**src/rtl/sorted_packet_read_slave_if.sv**
```systemverilog
// AXI4-Lite read channel (AR/R) between a master and the sorted packet read slave.
interface sorted_packet_read_slave_if #(
    parameter int WIDTH = 32
);
    logic [31:0]      ARADDR;
    logic             ARVALID;
    logic             ARREADY;
    logic [WIDTH-1:0] RDATA;
    logic [1:0]       RRESP;
    logic             RVALID;
    logic             RREADY;

    modport slave (
        input  ARADDR, ARVALID, RREADY,
        output ARREADY, RDATA, RRESP, RVALID
    );

    modport master (
        output ARADDR, ARVALID, RREADY,
        input  ARREADY, RDATA, RRESP, RVALID
    );
endinterface

```
**src/rtl/sorted_packet_read_slave.sv**
```systemverilog
// Read-side slave for the packet sorter: two packet FIFOs (valid/invalid) drained
// over AXI4-Lite reads, plus status and drop-counter registers.
module sorted_packet_read_slave #(
    parameter int WIDTH = 32,
    parameter int DEPTH = 10,
    parameter int CTRW  = 4
) (
    input  logic                clk,
    input  logic                rst,
    input  logic                val_push,
    input  logic [WIDTH-1:0]    val_push_data,
    input  logic                ival_push,
    input  logic [WIDTH-1:0]    ival_push_data,
    sorted_packet_read_slave_if.slave bus,
    output logic                val_full,
    output logic                val_empty,
    output logic                ival_full,
    output logic                ival_empty,
    output logic [CTRW-1:0]     val_fifo_ctr,
    output logic [CTRW-1:0]     ival_fifo_ctr,
    output logic [15:0]         drop_ctr,
    output logic                state_dbg
);
    // Handshakes: a transfer happens on a rising edge where VALID and READY are both 1;
    // RDATA/RRESP stay stable while RVALID is high and RREADY is low.
    typedef enum logic {IDLE = 1'b0, RESP = 1'b1} state_t;

    localparam logic [CTRW-1:0] DEPTH_C = CTRW'(DEPTH);
    localparam logic [CTRW-1:0] LAST_C  = CTRW'(DEPTH - 1);
    localparam logic [CTRW-1:0] ONE_C   = CTRW'(1);

    state_t           state_q, state_d;
    logic             arready_q;
    logic [WIDTH-1:0] rdata_q, rdata_d;
    logic [1:0]       rresp_q, rresp_d;
    logic             ar_hs, r_hs;
    logic             pop_val, pop_ival;
    logic             val_push_ok, ival_push_ok;
    logic [31:0]      status;
    logic [16:0]      drop_sum;

    logic [WIDTH-1:0] val_mem  [DEPTH];
    logic [WIDTH-1:0] ival_mem [DEPTH];
    logic [CTRW-1:0]  val_wr, val_rd, ival_wr, ival_rd;

    function automatic logic [CTRW-1:0] adv(input logic [CTRW-1:0] p);
        return (p == LAST_C) ? '0 : p + ONE_C;
    endfunction

    assign ar_hs        = bus.ARVALID & arready_q;
    assign r_hs         = bus.RVALID & bus.RREADY;
    assign bus.ARREADY  = arready_q;
    assign bus.RVALID   = (state_q == RESP);
    assign bus.RDATA    = rdata_q;
    assign bus.RRESP    = rresp_q;
    assign state_dbg    = state_q;

    assign val_full     = (val_fifo_ctr == DEPTH_C);
    assign val_empty    = (val_fifo_ctr == '0);
    assign ival_full    = (ival_fifo_ctr == DEPTH_C);
    assign ival_empty   = (ival_fifo_ctr == '0);
    // Fullness is judged on the count before any same-cycle pop.
    assign val_push_ok  = val_push & ~val_full;
    assign ival_push_ok = ival_push & ~ival_full;

    assign status = {8'h00, 8'(ival_fifo_ctr), 8'(val_fifo_ctr), 4'h0,
                     ival_full, ival_empty, val_full, val_empty};

    always_ff @(posedge clk) begin
        if (!rst) state_q <= IDLE;
        else      state_q <= state_d;
    end

    always_comb begin
        state_d = state_q;
        case (state_q)
            IDLE: if (ar_hs) state_d = RESP;
            RESP: if (r_hs)  state_d = IDLE;
            default: state_d = IDLE;
        endcase
    end

    always_comb begin
        rdata_d  = '0;
        rresp_d  = 2'b00;
        pop_val  = 1'b0;
        pop_ival = 1'b0;
        case (bus.ARADDR)
            32'h0000_0000: rdata_d = WIDTH'(status);
            32'h0000_0004: begin
                if (!val_empty) begin
                    rdata_d = val_mem[val_rd];
                    pop_val = ar_hs;
                end else begin
                    rresp_d = 2'b10;
                end
            end
            32'h0000_0008: begin
                if (!ival_empty) begin
                    rdata_d  = ival_mem[ival_rd];
                    pop_ival = ar_hs;
                end else begin
                    rresp_d = 2'b10;
                end
            end
            32'h0000_000C: rdata_d = WIDTH'({16'h0000, drop_ctr});
            default:       rresp_d = 2'b11;
        endcase
    end

    always_ff @(posedge clk) begin
        if (!rst) begin
            arready_q <= 1'b0;
            rdata_q   <= '0;
            rresp_q   <= 2'b00;
        end else begin
            arready_q <= (state_d == IDLE);
            if (ar_hs) begin
                rdata_q <= rdata_d;
                rresp_q <= rresp_d;
            end
        end
    end

    always_ff @(posedge clk) begin
        if (val_push_ok)  val_mem[val_wr]   <= val_push_data;
        if (ival_push_ok) ival_mem[ival_wr] <= ival_push_data;
    end

    assign drop_sum = {1'b0, drop_ctr} + 17'(val_push & val_full) + 17'(ival_push & ival_full);

    always_ff @(posedge clk) begin
        if (!rst) begin
            val_wr <= '0; val_rd <= '0; val_fifo_ctr <= '0;
            ival_wr <= '0; ival_rd <= '0; ival_fifo_ctr <= '0;
            drop_ctr <= '0;
        end else begin
            if (val_push_ok)  val_wr  <= adv(val_wr);
            if (pop_val)      val_rd  <= adv(val_rd);
            if (ival_push_ok) ival_wr <= adv(ival_wr);
            if (pop_ival)     ival_rd <= adv(ival_rd);
            if (val_push_ok && !pop_val)       val_fifo_ctr  <= val_fifo_ctr + ONE_C;
            else if (!val_push_ok && pop_val)  val_fifo_ctr  <= val_fifo_ctr - ONE_C;
            if (ival_push_ok && !pop_ival)     ival_fifo_ctr <= ival_fifo_ctr + ONE_C;
            else if (!ival_push_ok && pop_ival) ival_fifo_ctr <= ival_fifo_ctr - ONE_C;
            drop_ctr <= drop_sum[16] ? 16'hFFFF : drop_sum[15:0];
        end
    end
endmodule

```
**src/flat_wrapper.sv**
```systemverilog
// flat-port wrapper written by rule: the top's interface ports become plain ports
module sorted_packet_read_slave_flat 
#(
    parameter int WIDTH = 32,
    parameter int DEPTH = 10,
    parameter int CTRW  = 4
)
  (clk, rst, val_push, val_push_data, ival_push, ival_push_data, val_full, val_empty, ival_full, ival_empty, val_fifo_ctr, ival_fifo_ctr, drop_ctr, state_dbg, bus_ARADDR, bus_ARVALID, bus_RREADY, bus_ARREADY, bus_RDATA, bus_RRESP, bus_RVALID);
  sorted_packet_read_slave_if #(.WIDTH(WIDTH)) bus_i ();
  input  logic clk;
  input  logic rst;
  input  logic val_push;
  input  logic [WIDTH-1:0] val_push_data;
  input  logic ival_push;
  input  logic [WIDTH-1:0] ival_push_data;
  output logic val_full;
  output logic val_empty;
  output logic ival_full;
  output logic ival_empty;
  output logic [CTRW-1:0] val_fifo_ctr;
  output logic [CTRW-1:0] ival_fifo_ctr;
  output logic [15:0] drop_ctr;
  output logic state_dbg;
  input wire logic [$bits(bus_i.ARADDR)-1:0] bus_ARADDR;
  input wire logic [$bits(bus_i.ARVALID)-1:0] bus_ARVALID;
  input wire logic [$bits(bus_i.RREADY)-1:0] bus_RREADY;
  output wire logic [$bits(bus_i.ARREADY)-1:0] bus_ARREADY;
  output wire logic [$bits(bus_i.RDATA)-1:0] bus_RDATA;
  output wire logic [$bits(bus_i.RRESP)-1:0] bus_RRESP;
  output wire logic [$bits(bus_i.RVALID)-1:0] bus_RVALID;
  assign bus_i.ARADDR = bus_ARADDR;
  assign bus_i.ARVALID = bus_ARVALID;
  assign bus_i.RREADY = bus_RREADY;
  assign bus_ARREADY = bus_i.ARREADY;
  assign bus_RDATA = bus_i.RDATA;
  assign bus_RRESP = bus_i.RRESP;
  assign bus_RVALID = bus_i.RVALID;
  sorted_packet_read_slave #(.WIDTH(WIDTH), .DEPTH(DEPTH), .CTRW(CTRW)) u_core (.clk(clk), .rst(rst), .val_push(val_push), .val_push_data(val_push_data), .ival_push(ival_push), .ival_push_data(ival_push_data), .bus(bus_i), .val_full(val_full), .val_empty(val_empty), .ival_full(ival_full), .ival_empty(ival_empty), .val_fifo_ctr(val_fifo_ctr), .ival_fifo_ctr(ival_fifo_ctr), .drop_ctr(drop_ctr), .state_dbg(state_dbg));
endmodule
```
**config.mk**
```make
export PLATFORM = sky130hd
export DESIGN_NAME = sorted_packet_read_slave_flat
export DESIGN_NICKNAME = d
export VERILOG_FILES = /design/src/rtl/sorted_packet_read_slave_if.sv /design/src/rtl/sorted_packet_read_slave.sv /design/src/flat_wrapper.sv
export SDC_FILE = /design/constraint.sdc
export NUM_CORES = 1
export LEC_CHECK = 0
export CORE_AREA = 10 10 296 298
export CTS_BUF_LIST = sky130_fd_sc_hd__clkbuf_16
export CTS_CLUSTER_DIAMETER = 120
export DETAILED_ROUTE_END_ITERATION = 12
export DIE_AREA = 0 0 306 308
export GPL_ROUTABILITY_DRIVEN = 0
export GPL_TIMING_DRIVEN = 0
export SYNTH_ARGS = -nofsm -noshare
export SYNTH_HDL_FRONTEND = slang
export SYNTH_SLANG_ARGS = --single-unit
```
**constraint.sdc**
```tcl
create_clock -name clk -period 6.6 [get_ports clk]
set_input_delay 1.65 -clock clk [delete_from_list [all_inputs] [get_ports clk]]
set_output_delay 1.65 -clock clk [all_outputs]
set_load 0.005 [all_outputs]
```
==> Yosys cells after proc, flatten, opt, wreduce, memory -nomap -nowiden <==
Memory sizes are Yosys's and may differ from the RTL's. A register that Yosys moved wholly into a read port is not among the register bits.
Cells that the tools add are included.
{ "classes": {"mux": 30, "addsub": 10, "shift": 0, "order_cmp": 0, "multipliers": 0, "bitwise": 10, "div": 0, "n_eq_ne": 9, "n_reduce_logical": 14} }
{ "ops": {"columns": ["op", "n"], "rows": [
  ["one-hot mux 32 bit (4 select lines)", 1],
  ["equality test 32 x 4 -> 1 bit (second input constant)", 2],
  ["two-way mux 32 bit", 2],
  ["two-way mux 4 bit", 12],
  ["equality test 32 x 3 -> 1 bit (second input constant)", 1],
  ["zero test 32 bit", 1],
  ["adder 4 x 1 -> 4 bit (second input constant)", 6],
  ["equality test 4 bit (second input constant)", 6],
  ["adder 16 x 17 -> 17 bit", 1],
  ["adder 17 bit", 1],
  ["two-way mux 16 bit", 1],
  ["two-way mux 1 bit", 10],
  ["zero test 4 bit", 2],
  ["subtractor 4 x 1 -> 4 bit (second input constant)", 2],
  ["AND 1 bit", 6],
  ["one-hot mux 2 bit (3 select lines)", 1],
  ["logical AND 1 bit", 4],
  ["zero test 1 bit", 4],
  ["two-way mux 2 bit", 2],
  ["inverter 1 bit", 4],
  ["nonzero test 2 bit", 2],
  ["one-hot mux 1 bit (2 select lines)", 1],
  ["OR reduction 2 bit", 1]
]} }
{ "totals": {"latch_bits": 0, "mem_count": 2, "in_bits": 102, "output_inout_bits": 65, "mem_bits_rw": 640, "reg_bits": 76, "elab_cells": 86, "romBits": 0} }
{ "mem_list": {"columns": ["name", "depth", "word_bits", "rd", "rd_clocked_by_memory_dff", "wr", "line", "text"], "rows": [
  ["u_core.ival_mem", 10, 32, 1, 1, 1, "sorted_packet_read_slave.sv:43", "logic [WIDTH-1:0] ival_mem [DEPTH];"],
  ["u_core.val_mem", 10, 32, 1, 1, 1, "sorted_packet_read_slave.sv:42", "logic [WIDTH-1:0] val_mem [DEPTH];"]
]} }

==> Longest topological paths before layout <==
{ "logic_depth": {"depth_word": 7, "depth_mapped": 12, "mapped_depth_nobuf": 12} }

==> Worst setup path after synthesis <==
Ideal clock, no wire load.
{ "synth_path": {"path_kind": "input to register", "startpoint": "in ival_push", "endpoint": "mem u_core.ival_mem[1][0], enable pin", "n_path_buf": 0, "setup_slack_ns": 1.175, "t_arrival_ns": 4.923, "setup_ns": 0.502, "stages": 2, "required_ns": 6.098, "path_cell_list": "nand3b_1 -> nor4_1"} }
{ "synth_between": {"elab_chain_len": 3} }
{ "synth_rtl": {"columns": ["element", "line", "text"], "rows": [
  ["start, declared", "flat_wrapper.sv:14", "input logic ival_push;"],
  ["AND 1 bit", "sorted_packet_read_slave.sv:64", "assign ival_push_ok = ival_push & ~ival_full;"],
  ["two-way mux 1 bit", "sorted_packet_read_slave.sv:127", "if (ival_push_ok) ival_mem[ival_wr] <= ival_push_data;"],
  ["two-way mux 1 bit (implied by the code)", "sorted_packet_read_slave.sv:127", null],
  ["end, declared", "sorted_packet_read_slave.sv:43", null]
]} }
Every way passes these cells.

==> Worst setup path in the final report <==
{ "layout_path": {"startpoint": "in bus_ARADDR[30]", "endpoint": "reg u_core.val_fifo_ctr[3]"} }
{ "layout_between": {"elab_chain_len": 5, "word_cells_on_any_way": 7, "classes_between": "eq/ne (1); mux (2); reduce/logical (4)"} }
{ "layout_rtl": {"columns": ["element", "line", "text"], "rows": [
  ["start, declared", "flat_wrapper.sv:24", "input wire logic [$bits(bus_i.ARADDR)-1:0] bus_ARADDR;"],
  ["equality test 32 x 3 -> 1 bit (*)", "sorted_packet_read_slave.sv:88", "case (bus.ARADDR)"],
  ["two-way mux 1 bit (*)", "sorted_packet_read_slave.sv:88", null],
  ["zero test 1 bit", "sorted_packet_read_slave.sv:142", "if (val_push_ok && !pop_val) val_fifo_ctr <= val_fifo_ctr + ONE_C;"],
  ["logical AND 1 bit", "sorted_packet_read_slave.sv:142", null],
  ["two-way mux 4 bit or nonzero test 2 bit (tied branches)", null, null],
  ["end signal, assigned", "sorted_packet_read_slave.sv:142", null],
  ["end signal, assigned", "sorted_packet_read_slave.sv:143", "else if (!val_push_ok && pop_val) val_fifo_ctr <= val_fifo_ctr - ONE_C;"],
  ["end, declared", "sorted_packet_read_slave.sv:19", "output logic [CTRW-1:0] val_fifo_ctr,"]
]} }
Every way passes the cells marked *; elsewhere a longest branch is shown, timed or not.
A chain may end at the register's enable or synchronous reset.

==> run metrics <==
Antenna Violating Nets Remaining=0; Tmin final=4668 ps; NumNets Final=around 2,000; cts repair resizes=0; router iterations before antenna repair=6; CP peak stage delay=around 610 ps; min-delay worst type=register to register; final hold violations=0; fmax=0.2142 GHz; synth warn=0; flops & latches, synth=724; Placement Cell Area=~0.032 sq mm; worst clock skew=roughly 25 ps; final WL=roughly 74,000 microns; ys async rst share=0; post-CTS setup buffers=0; Core Area=just over 0.08 sq mm; PwrDens=around 280 mW/mm^2; Syn Std Cell Area=0.02836 sq mm; syn avg cell area=around 18 sq um; Crit Path Max Fanout=8; Port Buf Inserts=between 150 and 200; RSZ-0062 raised after global routing=false; max cap viols=0; Synth Flop Type=edfxtp_1; Slew Limit Fails=0; Die Ht=about 310 microns; IO Pins=roughly 170; status=completed; initial antenna violation count=7; maximum vdd drop=0.1964 mV; Clk pin slew, worst setup/hold paths=around 60 ps; slowest CP cell=nor4_4; Clock Sinks=~720; vias=around 16,000; Worst setup startpoint=bus_ARADDR[30]; Reg2Reg Launch Point=u_core.ival_fifo_ctr[2]$_SDFFE_PN0P_; per-cell routed wire length=approximately 25 microns; Crit Path Class=input pin to register; GRT Total Usage=0.1555; # fillers=about 7,100; DPL Wire Length=52,120 microns; hold_sp=u_core.bus.RRESP[0]$_SDFFE_PN0N_; layout cells sized above 1=0.1962; CP Capture Type=register; Starting Density=0.3476; largest net degree at the start of global routing=26; DRC viols=0; Cell variety after synth=between 50 and 60; startpoint types=input pin; Critical Path, Cell by Cell=clkdlybuf4s50_1, nor4_1, nand4_2, nor4_4, inv_1, ha_1, inv_1, ha_1, a21o_1, a21oi_1, xnor2_1, or3_1, a21oi_1; vias per cell=about 5.3; TritonCTS clock tree=yes; worst-margin pin slew=approximately 1400 ps; H-tree depth=3; synthesized instance count=about 1,600; hold buffer count at CTS=0; Clock Tree Buf Depth=3; clk root buf=clkbuf_16; global-route wire length before repair=~110,000 microns; insertion delay to the later sink of the worst-skew pair=about 620 ps; Worst Path Required=between 7000 and 8000 ps; hold slack=approximately 520 ps; synthesized net count=about 1,700; final instance area=0.03450 sq mm; worst path arrival time=roughly 5200 ps; FP Rows=~110; Die Area=0.09425 sq mm; number of synthesized flops with an enable pin=640; Pleak=10.81 nW; fin crit share=0.7072; Area Growth Syn to Fin=21.66%; cts bufs inserted=75; die width=a little over 300 microns; grt total ovfl=0; Setup violations, final=0; initial DRC count=1,449; max_slew headroom=0.07326; Seq/Total Area, Yosys=0.7371; vias in the first global route=16,040
==> layer usage <==
layer / global-route usage / vias to the layer above / share of wire
met1: 0.2128 / 8146 / 0.43
met5: 0 / - / 0.00059
met3: 0.03604 / 120 / 0.080
met4: 0.06180 / 8 / 0.032
met2: 0.2376 / 627 / 0.46
li1: - / 6894 / -
==> through the flow <==
stage / cells / TNS [ps] / setup slack [ps] / util / total power, mW
after floorplan: 1557 / 0 / 1175 / - / 5.408
after global placement: 2793 / -565980 / -3161 / 0.3843 / 5.657
after detailed placement: 2846 / 0 / 1307 / 0.3935 / 5.696
after CTS: 2981 / 0 / 1953 / 0.4228 / 9.784
after global routing: 2983 / 0 / 1650 / 0.4228 / 10.00
final: 2984 / 0 / 1932 / 0.4229 / 9.696
==> flip-flops by register name (all words and copies together) (netlist names), 16 cells and up, named ones only <==
register and flops:
u_core.bus.RDATA 32, u_core.drop_ctr 16, u_core.ival_mem 320, u_core.val_mem 320
==> critical path: cells and delay by family <==
family | cells | cell delay [ps]
buffers and inverters | 3 | 700
XOR/XNOR | 1 | 100
adder cells (fa/ha/maj) | 2 | 480
AND/OR/NAND/NOR | 4 | 1790
AO/OA/AOI/OAI | 3 | 480
==> layout make-up <==
cell class              count  area [sq um]  area share
flip-flops and latches    724         20900      0.6058
multi-input cells         733          7116      0.2063
repair buffers            219          2293     0.06648
clock buffers              77          1927     0.05585
well taps                1070          1339     0.03881
clock inverters            58         457.9     0.01327
plain buffers              86         405.4     0.01175
inverters                  14         52.55    0.001523
diodes                      3         7.507   0.0002176
==> placed cells by master, fill, tap and decap left out, drive strengths merged, types with 7 or more instances in the layout <==
cell type / Yosys / layout
a211oi: 13 / 13
a21o: 8 / 8
a21oi: 79 / 79
a221oi: 16 / 16
a31oi: 19 / 19
and2: 24 / 24
buf: 42 / 95
clkbuf: 44 / 121
clkdlybuf4s50: 0 / 166
clkinv: 0 / 27
dfxtp: 84 / 84
edfxtp: 640 / 640
ha: 7 / 7
inv: 14 / 33
mux2: 26 / 26
mux2i: 76 / 76
mux4: 124 / 124
nand2: 71 / 71
nand2b: 8 / 8
nand3: 10 / 10
nor2: 39 / 39
nor2b: 17 / 17
nor3: 11 / 11
nor4: 17 / 17
o211ai: 26 / 26
o21ai: 54 / 54
o22ai: 14 / 14
xnor2: 11 / 11
xor2: 11 / 11
==> logic make-up (layout without fill, tap and decap cells) <==
kind of cell,count (synthesis),after routing,synth area share
and+or+nand+nor,226,226,0.04284
adders and majority gates,10,10,0.005207
AOI/OAI and AO/OA,249,249,0.05458
buffers and inverters,100,454,0.01615
xor gates and xnor gates,22,22,0.006795
DFF,724,724,0.7371
other,0,3,0
muxes,226,226,0.1374
==> where the power goes <==
group	total [mW]	switching, mW	internal (mW)
logic	0.471	0.264	0.207
registers	5.13	0.0419	5.09
clock network	4.10	1.74	2.36
total	9.70	2.04	7.65
==> cell usage after synthesis (all sizes together), types with 3 or more instances <==
library cell / count / area, sq um
edfxtp: 640 / 19220
mux4: 124 / 2841
dfxtp: 84 / 1682
a21oi: 79 / 395.4
mux2i: 76 / 760.7
nand2: 71 / 266.5
o21ai: 54 / 270.3
clkbuf: 44 / 165.2
buf: 42 / 240.2
nor2: 39 / 148.9
mux2: 26 / 292.8
o211ai: 26 / 195.2
and2: 24 / 150.1
a31oi: 19 / 118.9
nor2b: 17 / 106.4
nor4: 17 / 133.9
a221oi: 16 / 140.1
inv: 14 / 52.55
o22ai: 14 / 87.58
a211oi: 13 / 97.59
nor3: 11 / 87.58
xnor2: 11 / 96.34
xor2: 11 / 96.34
nand3: 10 / 50.05
a21o: 8 / 60.06
nand2b: 8 / 50.05
ha: 7 / 87.58
nand4: 6 / 50.04
a22o: 4 / 35.03
nor3b: 4 / 30.03
o211a: 4 / 40.04
or3: 4 / 25.02
and3: 3 / 18.77
and4: 3 / 26.28
fa: 3 / 60.06
or2: 3 / 18.77
==> worst paths after layout <==
kind / endpoint / slack (ps) / cells after the start
max: u_core.val_fifo_ctr[3]$_SDFFE_PN0P_ / 1930 / 13
max reg2reg: u_core.ival_fifo_ctr[3]$_SDFFE_PN0P_ / 2910 / 12
min reg2reg: u_core.bus.RRESP[0]$_SDFFE_PN0N_ / 520 / 2
min: u_core.bus.RRESP[0]$_SDFFE_PN0N_ / 520 / 2
(Power assumes the default switching activity.)
